$ cat config.mk
export PLATFORM = sky130hd
export DESIGN_NAME = matrix_operand_streamer
export DESIGN_NICKNAME = d
export VERILOG_FILES = /design/src/rtl/matrix_operand_streamer.sv
export SDC_FILE = /design/constraint.sdc
export NUM_CORES = 1
export LEC_CHECK = 0
export ABC_AREA = 1
export BUFFER_PORTS_ARGS = -buffer_cell sky130_fd_sc_hd__buf_4
export CORE_MARGIN = 3
export CORE_UTILIZATION = 50
export DETAILED_ROUTE_END_ITERATION = 10
export GPL_TIMING_DRIVEN = 0
export HOLD_SLACK_MARGIN = 0.02
export PLACE_DENSITY_LB_ADDON = 0.2
export SKIP_CTS_REPAIR_TIMING = 1
export SLEW_MARGIN = 20
export SYNTH_ARGS = -nofsm -noshare
export SYNTH_HDL_FRONTEND = slang
export SYNTH_SLANG_ARGS = --single-unit
$ cat constraint.sdc
create_clock -name clk -period 3.3 [get_ports clk]
set_clock_uncertainty 0.05 [all_clocks]
set_input_delay 0 -clock clk [delete_from_list [all_inputs] [get_ports clk]]
set_output_delay 0 -clock clk [all_outputs]
set_load 0.05 [all_outputs]
$ cat src/rtl/matrix_operand_streamer.sv
// matrix_operand_streamer: walks row/col/k of an NxN product, reads A/B RAMs and streams operand pairs.
module matrix_operand_streamer #(
    parameter int DATA_W     = 32,
    parameter int ADDR_W     = 8,
    parameter int FIFO_DEPTH = 4
) (
    input  logic              clk,
    input  logic              rst,
    input  logic              start,
    input  logic [3:0]        matrix_size,
    output logic              a_rd_en,
    output logic [ADDR_W-1:0] a_addr,
    input  logic [DATA_W-1:0] a_rdata,
    output logic              b_rd_en,
    output logic [ADDR_W-1:0] b_addr,
    input  logic [DATA_W-1:0] b_rdata,
    output logic [DATA_W-1:0] out_a,
    output logic [DATA_W-1:0] out_b,
    output logic              out_last,
    output logic              out_end,
    output logic              out_valid,
    input  logic              out_ready,
    output logic              busy,
    output logic              done
);
    typedef enum logic [1:0] {IDLE, ISSUE, DRAIN, DONE} state_t;
    localparam int CW = $clog2(FIFO_DEPTH + 1);
    localparam int PW = FIFO_DEPTH > 1 ? $clog2(FIFO_DEPTH) : 1;
    localparam int EW = 2 * DATA_W + 2;
    state_t state, state_nx;
    logic [3:0] n, n1, row, col, k;
    logic inflight, tag_last, tag_end, issue, last_now, end_now, pop;
    logic [CW-1:0] count;
    logic [PW-1:0] wr_ptr, rd_ptr;
    logic [EW-1:0] mem [FIFO_DEPTH];
    logic [EW-1:0] head;
    function automatic logic [PW-1:0] nxt(input logic [PW-1:0] p);
        return p == PW'(FIFO_DEPTH - 1) ? '0 : p + 1'b1;
    endfunction
    assign n1       = n - 1'b1;
    assign last_now = k == n1;
    assign end_now  = last_now && col == n1 && row == n1;
    // credit check counts the read already in flight so the FIFO can never overflow
    assign issue    = state == ISSUE && int'(count) + int'(inflight) < FIFO_DEPTH;
    assign head     = mem[rd_ptr];
    assign pop      = out_valid && out_ready;
    always_ff @(posedge clk or posedge rst)
        if (rst) state <= IDLE;
        else state <= state_nx;
    always_comb begin
        state_nx = state;
        case (state)
            IDLE:    state_nx = start ? (matrix_size != 0 ? ISSUE : DONE) : IDLE;
            ISSUE:   state_nx = issue && end_now ? DRAIN : ISSUE;
            DRAIN:   state_nx = pop && head[EW-2] ? DONE : DRAIN;
            default: state_nx = IDLE;
        endcase
    end
    always_comb begin
        a_rd_en   = issue;
        b_rd_en   = issue;
        a_addr    = ADDR_W'(row) * ADDR_W'(n) + ADDR_W'(k);
        b_addr    = ADDR_W'(k) * ADDR_W'(n) + ADDR_W'(col);
        out_valid = count != 0;
        out_a     = out_valid ? head[2*DATA_W-1:DATA_W] : '0;
        out_b     = out_valid ? head[DATA_W-1:0] : '0;
        out_last  = out_valid && head[EW-1];
        out_end   = out_valid && head[EW-2];
        busy      = state == ISSUE || state == DRAIN;
        done      = state == DONE;
    end
    always_ff @(posedge clk or posedge rst)
        if (rst) begin
            n        <= '0;
            row      <= '0;
            col      <= '0;
            k        <= '0;
            inflight <= 1'b0;
            tag_last <= 1'b0;
            tag_end  <= 1'b0;
            count    <= '0;
            wr_ptr   <= '0;
            rd_ptr   <= '0;
        end else begin
            inflight <= issue;
            if (issue) {tag_last, tag_end} <= {last_now, end_now};
            if (state == IDLE && start) begin
                n   <= matrix_size;
                row <= '0;
                col <= '0;
                k   <= '0;
            end else if (issue) begin
                k <= last_now ? '0 : k + 1'b1;
                if (last_now) col <= col == n1 ? '0 : col + 1'b1;
                if (last_now && col == n1) row <= row + 1'b1;
            end
            if (inflight) wr_ptr <= nxt(wr_ptr);
            if (pop) rd_ptr <= nxt(rd_ptr);
            count <= count + CW'(inflight) - CW'(pop);
        end
    always_ff @(posedge clk)
        if (inflight) mem[wr_ptr] <= {tag_last, tag_end, a_rdata, b_rdata};
endmodule

==> results.toml <==
[sta]
slew_viol_final = 0
hold_viol_final = 0
setup_viol = 10
timing.fmax_mhz = 256.2
grt_setup_unrepaired = "true"
period_needed_ns = 3.903
finalCritPeriodShare = 1.183
relSlewSlack = 0.5117
timing.setup.tns_ns = -3.753
fin_ws_ns = -0.6028
worst_slew_pin_slew_ns = 0.7268

[critical_path]
cpMostUsedCell = "fa_1"
worstPathArrival_ns = 3.85
start_kind = "register"
r2r-end = "count[2]"
worstPathMaxFanout = 8
end_kind = "primary output"
reg2regPathDepth = 8
cp_slowest_stage_delay_ns = 0.51
setup.worst_path.start = "n[2]"
slowest_stage = "fa_1"
required_ns = 3.25
crit_chain = "buf_8 > nand2_4 > fa_1 > fa_1 > fa_1 > inv_2 > ha_4 > a21oi_2 > nand2_1 > a21o_1 > a21oi_4 > xor2_4 > buf_6"
timing.rr.start = "count[1]"
endpoint = "a_addr[6]"
critical_path_class = "register to primary output"
worst-r2r-setup-slack_ns = 0.66

[die]
initial_utilization = 0.5151
die_h_um = 168.0
die-area_mm2 = 0.02822
ios = 159
fp.dieW_um = 168.0
row_count = 58
core_area_mm2 = 0.02547

[hold_path]
hold_class = "input pin to async pin"

[placed_design]
numPortBuffers = 158
dp_hpwl_um = 19610
gp_congestion = 0.8141

[drt]
firstDrtPassIters = 5
wirelength_um = 31410
drt_iter0_drc = 789
viasPerCell = 5.231
post_drt_wl_per_cell_um = 17.50
vias = 9389
antenna_left = 0
route.detailed.drc = 0

[synthesis]
yosys-top-cells-area = "edfxtp_1 60%, nor2_1 8.2%, dfrtp_1 5.3%, o21ai_0 5.3%, ha_1 4.8%"
synth-edff-count = 264
synthArstFlopShare = 0.09589
netlist_instances = 1153
ys_ff_latch = 292
ys_warn_count = 0
ys_types = 32
yosysTopAreaCellShare = 0.6042
yosys.area.top_type = "edfxtp_1"
syn_avg_cell_area_um2 = 11.38
syn-cell-area_mm2 = 0.01312
syn_nets = 1290
ys_seq_area_frac = 0.6576
yosys_most_used_dff = "edfxtp_1"

[clock_tree]
cts.path.max_buffers = 3
cts_max_level = 1
clkTransAtPathRegs_ns = 0.06
cts_tree = "yes"
cts_buffers = 30
cts.sinks = 292
clk_latency_ns = 0.54
cts_root_buf = "clkbuf_16"

[global_route]
antenna_found_initial = 1
grt_pass1_wl_um = 46370
grt_usage = 0.2078
grt_max_degree = 50
grt_pass1_vias = 8580
gr-total-overflow = 0

[finish]
final_common_cell = "nor2_1"
area_growth_pct = 29.86
layout.nets = 1578
layout-drive-gt1-share = 0.2220
final_cell_mix = "282 x nor2_1, 264 x edfxtp_1, 174 x buf_4"

[job]
cap_violations = 0

[run_status]
status = "complete, but fails checks"
violations = "setup timing"
worst min-delay path by stage:
stage          slack [ns]         end   startpoint  cells after the start
2_1_floorplan        0.02      col[0]          rst                      1
3_3_place_gp         0.15  mem[1][30]  b_rdata[30]                      1
3_5_place_dp         0.08      col[0]          rst                      2
4_1_cts             -0.49      col[0]          rst                      2
5_1_grt              0.11    state[0]          rst                      3
6_report             0.05      col[0]          rst                      3
cells by family (layout without fill, tap and decap cells):
kind of cell               count (synthesis)  in the layout  synth area share
DFF                                      292            292            0.6576
xor gates and xnor gates                  18             18           0.01202
other                                      0              1                 0
buffers and inverters                    131            442           0.04129
AOI/OAI and AO/OA                        225            225           0.08697
and+or+nand+nor                          422            422            0.1315
adders and majority gates                 65             65           0.07057
per-stage QoR:
step / setup slack (ns) / util / area (um^2) / cells / hold WS, ns
floorplan: -0.1986 / - / 13260 / 1153 / 0.01541
global placement: -0.3783 / 0.5834 / 14860 / 1641 / 0.1511
detailed placement: -0.4179 / 0.5878 / 14970 / 1645 / 0.08208
CTS: -1.012 / 0.6264 / 15960 / 1700 / -0.4864
global route: -0.7520 / 0.6689 / 17040 / 1795 / 0.1065
finish: -0.6028 / 0.6689 / 17040 / 1795 / 0.04736
cell type report:
type / count / area [um^2]
Sequential cell: 292 / 8635
Fill cell: 1893 / 8434
Multi-Input combinational cell: 730 / 4207
Timing Repair Buffer: 258 / 2227
Clock buffer: 42 / 837.1
Tap cell: 330 / 412.9
Buffer: 59 / 296.5
Inverter: 70 / 275.3
Clock inverter: 13 / 145.1
Antenna cell: 1 / 2.502
layer usage:
layer / routed length [um] / vias up / track usage / part of all wire
met5: 0 / - / 0 / 0
met4: 606 / 0 / 0.05478 / 0.019
met3: 1973 / 42 / 0.03545 / 0.063
met2: 15170 / 318 / 0.3405 / 0.48
met1: 13660 / 4513 / 0.2918 / 0.43
li1: - / 4516 / - / -
worst max-delay path, delay by kind of cell (launching register included):
| family | cells | cell delay, ns |
|---|---|---|
| fa+ha+maj | 4 | 1.65 |
| simple gates | 2 | 0.15 |
| buf+inv | 3 | 0.37 |
| flops | 1 | 0.43 |
| compound gates | 3 | 0.55 |
| xor+xnor | 1 | 0.16 |
Yosys cell counts, types with 6 or more instances:
| master | count |
|---|---|
| clkbuf_1 | 31 |
| nor3_1 | 6 |
| xor2_1 | 15 |
| nand2_1 | 90 |
| a21oi_1 | 80 |
| edfxtp_1 | 264 |
| ha_1 | 50 |
| dfrtp_1 | 28 |
| fa_1 | 15 |
| nand3_1 | 18 |
| nand2_2 | 9 |
| inv_1 | 65 |
| o21ai_0 | 139 |
| buf_2 | 20 |
| buf_1 | 6 |
| nor2_1 | 286 |
sequential cells by signal (all words and copies together) (netlist names), 2 cells and up:
name,count
row,4
state,2
mem,264
k,4
rd_ptr,2
wr_ptr,2
count,3
col,4
n,4
Power is left out: the tool's default activity adds up to more than one toggle a clock period on the data nets, which glitch-free logic cannot reach.
